[src/rtl/int_ctrl_prio.sv]
// Prioritised, nesting interrupt controller: per-line sync/edge capture feeding a
// masked highest-index arbiter and a registered REQ/ack/reti handshake to the core.

module int_ctrl_prio_lane #(
  parameter bit TRIG = 1'b1
) (
  input  logic clk,
  input  logic reset,
  input  logic irq,
  input  logic ack_clr,
  output logic pending
);
  logic sync1, sync2, prev;

  always_ff @(posedge clk or negedge reset) begin
    if (!reset) begin
      sync1   <= 1'b0;
      sync2   <= 1'b0;
      prev    <= 1'b0;
      pending <= 1'b0;
    end else begin
      sync1 <= irq;
      sync2 <= sync1;
      prev  <= sync2;
      // A fresh rising edge beats an ack-clear landing in the same cycle
      if (TRIG) pending <= (sync2 & ~prev) | (pending & ~ack_clr);
      else      pending <= sync2;
    end
  end
endmodule

module int_ctrl_prio #(
  parameter int                 N_IRQ     = 8,
  parameter int                 ID_W      = 3,
  parameter int                 VEC_W     = 10,
  parameter logic [VEC_W-1:0]   VEC_BASE  = 10'h3C0,
  parameter int                 VEC_SHIFT = 2,
  parameter logic [N_IRQ-1:0]   TRIG_EDGE = {N_IRQ{1'b1}}
) (
  input  logic             clk,
  input  logic             reset,
  input  logic [N_IRQ-1:0] irq,
  input  logic             mask_we,
  input  logic [N_IRQ-1:0] mask_wdata,
  input  logic             int_ack,
  input  logic             reti,
  output logic             int_req,
  output logic [VEC_W-1:0] int_vec,
  output logic [ID_W-1:0]  int_id,
  output logic [N_IRQ-1:0] pending,
  output logic [N_IRQ-1:0] in_service,
  output logic [N_IRQ-1:0] mask,
  output logic             bad_reti
);
  typedef enum logic [1:0] {IDLE, REQ, WAIT} state_t;
  state_t state, state_nxt;

  logic [N_IRQ-1:0] ack_vec, reti_clr, req_bits;
  logic             cand_vld, top_vld, allowed, ack_fire;
  logic [ID_W-1:0]  cand_id, top_id;

  assign ack_fire = (state == REQ) && int_ack;
  assign ack_vec  = ack_fire ? (N_IRQ'(1) << int_id) : '0;

  genvar g;
  generate
    for (g = 0; g < N_IRQ; g++) begin : g_lane
      int_ctrl_prio_lane #(.TRIG(TRIG_EDGE[g])) u_lane (
        .clk     (clk),
        .reset   (reset),
        .irq     (irq[g]),
        .ack_clr (ack_vec[g]),
        .pending (pending[g])
      );
    end
  endgenerate

  assign req_bits = pending & mask;

  // Ascending scans leave the highest set index in the result
  always_comb begin
    cand_vld = 1'b0;
    cand_id  = '0;
    top_vld  = 1'b0;
    top_id   = '0;
    for (int i = 0; i < N_IRQ; i++) begin
      if (req_bits[i]) begin
        cand_vld = 1'b1;
        cand_id  = ID_W'(i);
      end
      if (in_service[i]) begin
        top_vld = 1'b1;
        top_id  = ID_W'(i);
      end
    end
  end

  assign allowed  = cand_vld && (!top_vld || (cand_id > top_id));
  assign reti_clr = (reti && top_vld) ? (N_IRQ'(1) << top_id) : '0;
  assign int_req  = (state == REQ);

  always_comb begin
    state_nxt = state;
    case (state)
      IDLE:    if (allowed) state_nxt = REQ;
      REQ:     if (int_ack) state_nxt = WAIT;
      WAIT:    state_nxt = IDLE;
      default: state_nxt = IDLE;
    endcase
  end

  always_ff @(posedge clk or negedge reset) begin
    if (!reset) begin
      state      <= IDLE;
      int_id     <= '0;
      int_vec    <= VEC_BASE;
      in_service <= '0;
      mask       <= '0;
      bad_reti   <= 1'b0;
    end else begin
      state      <= state_nxt;
      in_service <= (in_service & ~reti_clr) | ack_vec;
      bad_reti   <= reti && (in_service == '0);
      if (mask_we) mask <= mask_wdata;
      // id/vector are captured only on the IDLE->REQ transition and frozen until ack
      if (state == IDLE && allowed) begin
        int_id  <= cand_id;
        int_vec <= VEC_BASE + (VEC_W'(cand_id) << VEC_SHIFT);
      end
    end
  end
endmodule

[config.mk]
export PLATFORM = sky130hd
export DESIGN_NAME = int_ctrl_prio
export DESIGN_NICKNAME = d
export VERILOG_FILES = /design/src/rtl/int_ctrl_prio.sv
export SDC_FILE = /design/constraint.sdc
export NUM_CORES = 1
export LEC_CHECK = 0
export CORE_MARGIN = 2
export CORE_UTILIZATION = 30
export CTS_CLUSTER_SIZE = 8
export DETAILED_ROUTE_END_ITERATION = 8
export DONT_BUFFER_PORTS = 1
export HOLD_SLACK_MARGIN = 0.12
export PLACE_DENSITY = 0.51
export SLEW_MARGIN = 25
export SYNTH_ARGS = -nofsm -noshare
export SYNTH_HDL_FRONTEND = slang
export SYNTH_SLANG_ARGS = --single-unit
[constraint.sdc]
create_clock -name clk -period 3.8 [get_ports clk]
set_clock_uncertainty 0.2 [all_clocks]
set_input_delay 0.76 -clock clk [delete_from_list [all_inputs] [get_ports clk]]
set_output_delay 0.76 -clock clk [all_outputs]
set_load 0.05 [all_outputs]
==> impl_metrics.tcl <==
set metrics [dict create \
    netlist_top_cells_area "dfrtp_1 62%, buf_4 6.2%, nand2_1 5.0%, mux2_2 4.1%, o21ai_0 2.8%" \
    clkTransAtPathRegs_ns 0.10 \
    fin_ws_ns 1.01 \
    coreArea_sq_mm 0.00714 \
    fill_cells 740 \
    ios 60 \
    timing.rr.start "in_service[2]" \
    grtUsageTotal 0.114 \
    p_sw_w 0.000942 \
    start_kind "flop" \
    antenna_cells 0 \
    dp_hpwl_um 3140 \
    grt_pass1_wl_um 6600 \
    met1_length_um 1800 \
    yosysWarnings 0 \
    final_nets 208 \
    clkSinkCount 54 \
    dieArea_sq_mm 0.00797 \
    clockBufferDepth 2 \
    die_w_um 89.3 \
    tritoncts "done" \
    overflow 0 \
    place.gp.congestion 0.805 \
    ir_worst_vdd_mv 0.249 \
    fmax_ghz 0.359 \
    synth_top_family_by_area "simple AND/OR/NAND/NOR gates" \
    io_buffer_count 0 \
    power.share.clock 0.159 \
    ys_ff_latch 54 \
    drive_gt1_frac 0.146 \
    holdPathStages 0 \
    cts_buffers 5 \
    slew_headroom 0.371 \
    power_w 0.00200 \
    synth_top_cells_by_count "54 x dfrtp_1, 29 x nand2_1, 18 x buf_4" \
    powerDensity_mw_per_mm2 858 \
    detail_route.vias_per_cell 4.41 \
    cts.repair.resized 0 \
    hold_viol_final 0 \
    dr.pass1.iters 4 \
    top_layer_used "met4" \
    power_frac_comb 0.289 \
    end_kind "flop" \
    syn_area_sq_mm 0.00218 \
    ys_types 35 \
    synthSimpleGateAreaFrac 0.120 \
    sw_frac_of_total 0.472 \
    path_max_fanout 5 \
    postCtsSetupBuffers 0 \
    met2_length_um 2020 \
    drv_slew 0 \
    cts.htree.levels 2 \
    clk_latency_ns 0.31 \
    yosysTopAreaCellShare 0.620 \
    syn2layout_area_growth_pct 6.66 \
    die_h_um 89.3 \
    rsz0062_at_grt "no" \
    layout_min_cycle_time_ns 2.79 \
    tightest_slew_ns 0.943 \
    grt_max_degree 55 \
    vias 1253 \
    min_from "g_lane[4].u_lane.sync1" \
    hold_path_end "g_lane[4].u_lane.sync2" \
    synth.most_common_cell "dfrtp_1" \
    dr_wl_met3_um 370 \
    synth_edf_count 0 \
    dp.cells 274 \
    synthCells 187 \
    ant_nets 0 \
    ys.flop_type "dfrtp_1" \
    fin_tns_setup_ns 0 \
    drc 0 \
    synthArstFlopShare 1.00 \
    path_class "flop to flop" \
    pwr-share-seq 0.552 \
    synth-adder-area-share 0.0172 \
    drt_iter0_drc 96 \
    synthMuxAreaShare 0.0597 \
    syn_avg_cell_area_sq_um 11.7 \
    antenna_found_initial 0 \
    utilization 0.326 \
    rows 31 \
    cp.required_ns 3.79 \
    place_ws_ns 1.03 \
    status "complete, no violations" \
    fin_cells 284 \
    cts_root_buf "clkbuf_8" \
    wl_per_cell_um 15.0 \
    hold_buffers 2 \
    ys_seq_area_frac 0.620 \
    ff2ff_setup_slack_ns 1.01 \
    setup_viol 0 \
    finalCritPeriodShare 0.733 \
    internal-power_w 0.00105 \
    worstReg2RegEnd "int_vec[4]" \
    start_util 0.306 \
    grt_pass1_vias 1211 \
    r2r_cells 10 \
    synth-compound-area-share 0.0889 \
    p_leak_nw 1.10 \
    maxCapViolCount 0 \
    synth_xor_xnor_area_share 0 \
    drt_wl_total_um 4260 \
    synth_top_cell_by_area "dfrtp_1" \
    min_path_type "flop to flop" \
    critPathArrivalTime_ns 2.78 \
]
## metrics by stage
stage	hold WS (ns)	area (sq um)
after floorplan	0.131	2200
after global placement	0.132	2200
after detailed placement	0.136	2200
after CTS	0.159	2320
after global routing	0.165	2330
final	0.154	2330
## cells by family (layout without fill, tap and decap cells)
group                    count (synthesis)  after routing
adder cells (fa/ha/maj)                  3              3
AO/OA/AOI/OAI                           28             28
buffers and inverters                   35             28
AND/OR/NAND/NOR                         54             54
multiplexers                            11             11
other                                    2              7
flip-flops                              54             54
## worst max-delay path, stage by stage, from the launching register on
cell      delay [ns]
dfrtp_1         0.60
nand2b_1        0.25
a21oi_1         0.20
nor2_1          0.08
o21ai_1         0.25
ha_1            0.19
inv_1           0.04
a211oi_1        0.26
o22ai_2         0.14
o211ai_4        0.13
mux2_4          0.33
## state kept, by name, indices dropped and copies added (netlist names)
| signal | flops |
|---|---|
| g_lane.u_lane.sync1 | 8 |
| int_vec | 3 |
| g_lane.u_lane.prev | 8 |
| bad_reti | 1 |
| state | 2 |
| g_lane.u_lane.sync2 | 8 |
| g_lane.u_lane.pending | 8 |
| in_service | 8 |
| mask | 8 |
## metal layers
layer,global-route usage,up-vias
met1,0.146,619
met2,0.175,35
met5,0,-
li1,-,592
met4,0.0353,0
met3,0.0508,7
## power by group through the flow
stage          logic [W]  clock network [W]  registers [W]
3_5_place_dp    0.000567                  0        0.00112
3_3_place_gp    0.000559                  0        0.00111
4_1_cts         0.000585           0.000333        0.00110
2_1_floorplan   0.000623                  0       0.000969
6_report        0.000577           0.000317        0.00110
5_1_grt         0.000663           0.000353        0.00112
## cells in the final DEF (no fill, tap or decap), types with 2 or more instances in the layout
cell type and count:
nor2_1 7, dfrtp_2 2, ha_1 3, and3_1 2
clkbuf_8 5, nand4_1 2, nor2b_1 2, nand3_1 6
mux2_2 8, inv_1 15, nand2_1 29, a31oi_1 2
a22oi_1 2, dfrtp_1 52, conb_1 7, mux2_4 2
buf_4 2, o21ai_1 2, o21ai_0 12, o31ai_1 2
## layout make-up
class / instances / area, sq um / share of cell area
Sequential cell: 54 / 1350 / 0.582
Multi-Input combinational cell: 103 / 649 / 0.279
Tap cell: 99 / 124 / 0.0533
Clock buffer: 6 / 72.6 / 0.0312
Inverter: 16 / 60.1 / 0.0258
Timing Repair Buffer: 4 / 52.6 / 0.0226
Clock inverter: 2 / 13.8 / 0.00592
## worst max-delay path by stage
stage | cells after the start | slack (ns) | endpoint | start
after floorplan | 10 | 1.21 | int_vec[3] | in_service[2]
after detailed placement | 10 | 1.03 | int_vec[4] | in_service[2]
after CTS | 10 | 1.0 | int_vec[4] | in_service[2]
final | 10 | 1.01 | int_vec[4] | in_service[2]
after global placement | 10 | 1.08 | int_vec[4] | in_service[2]
after global routing | 10 | 0.77 | int_vec[4] | in_service[2]
(Power assumes the default switching activity.)
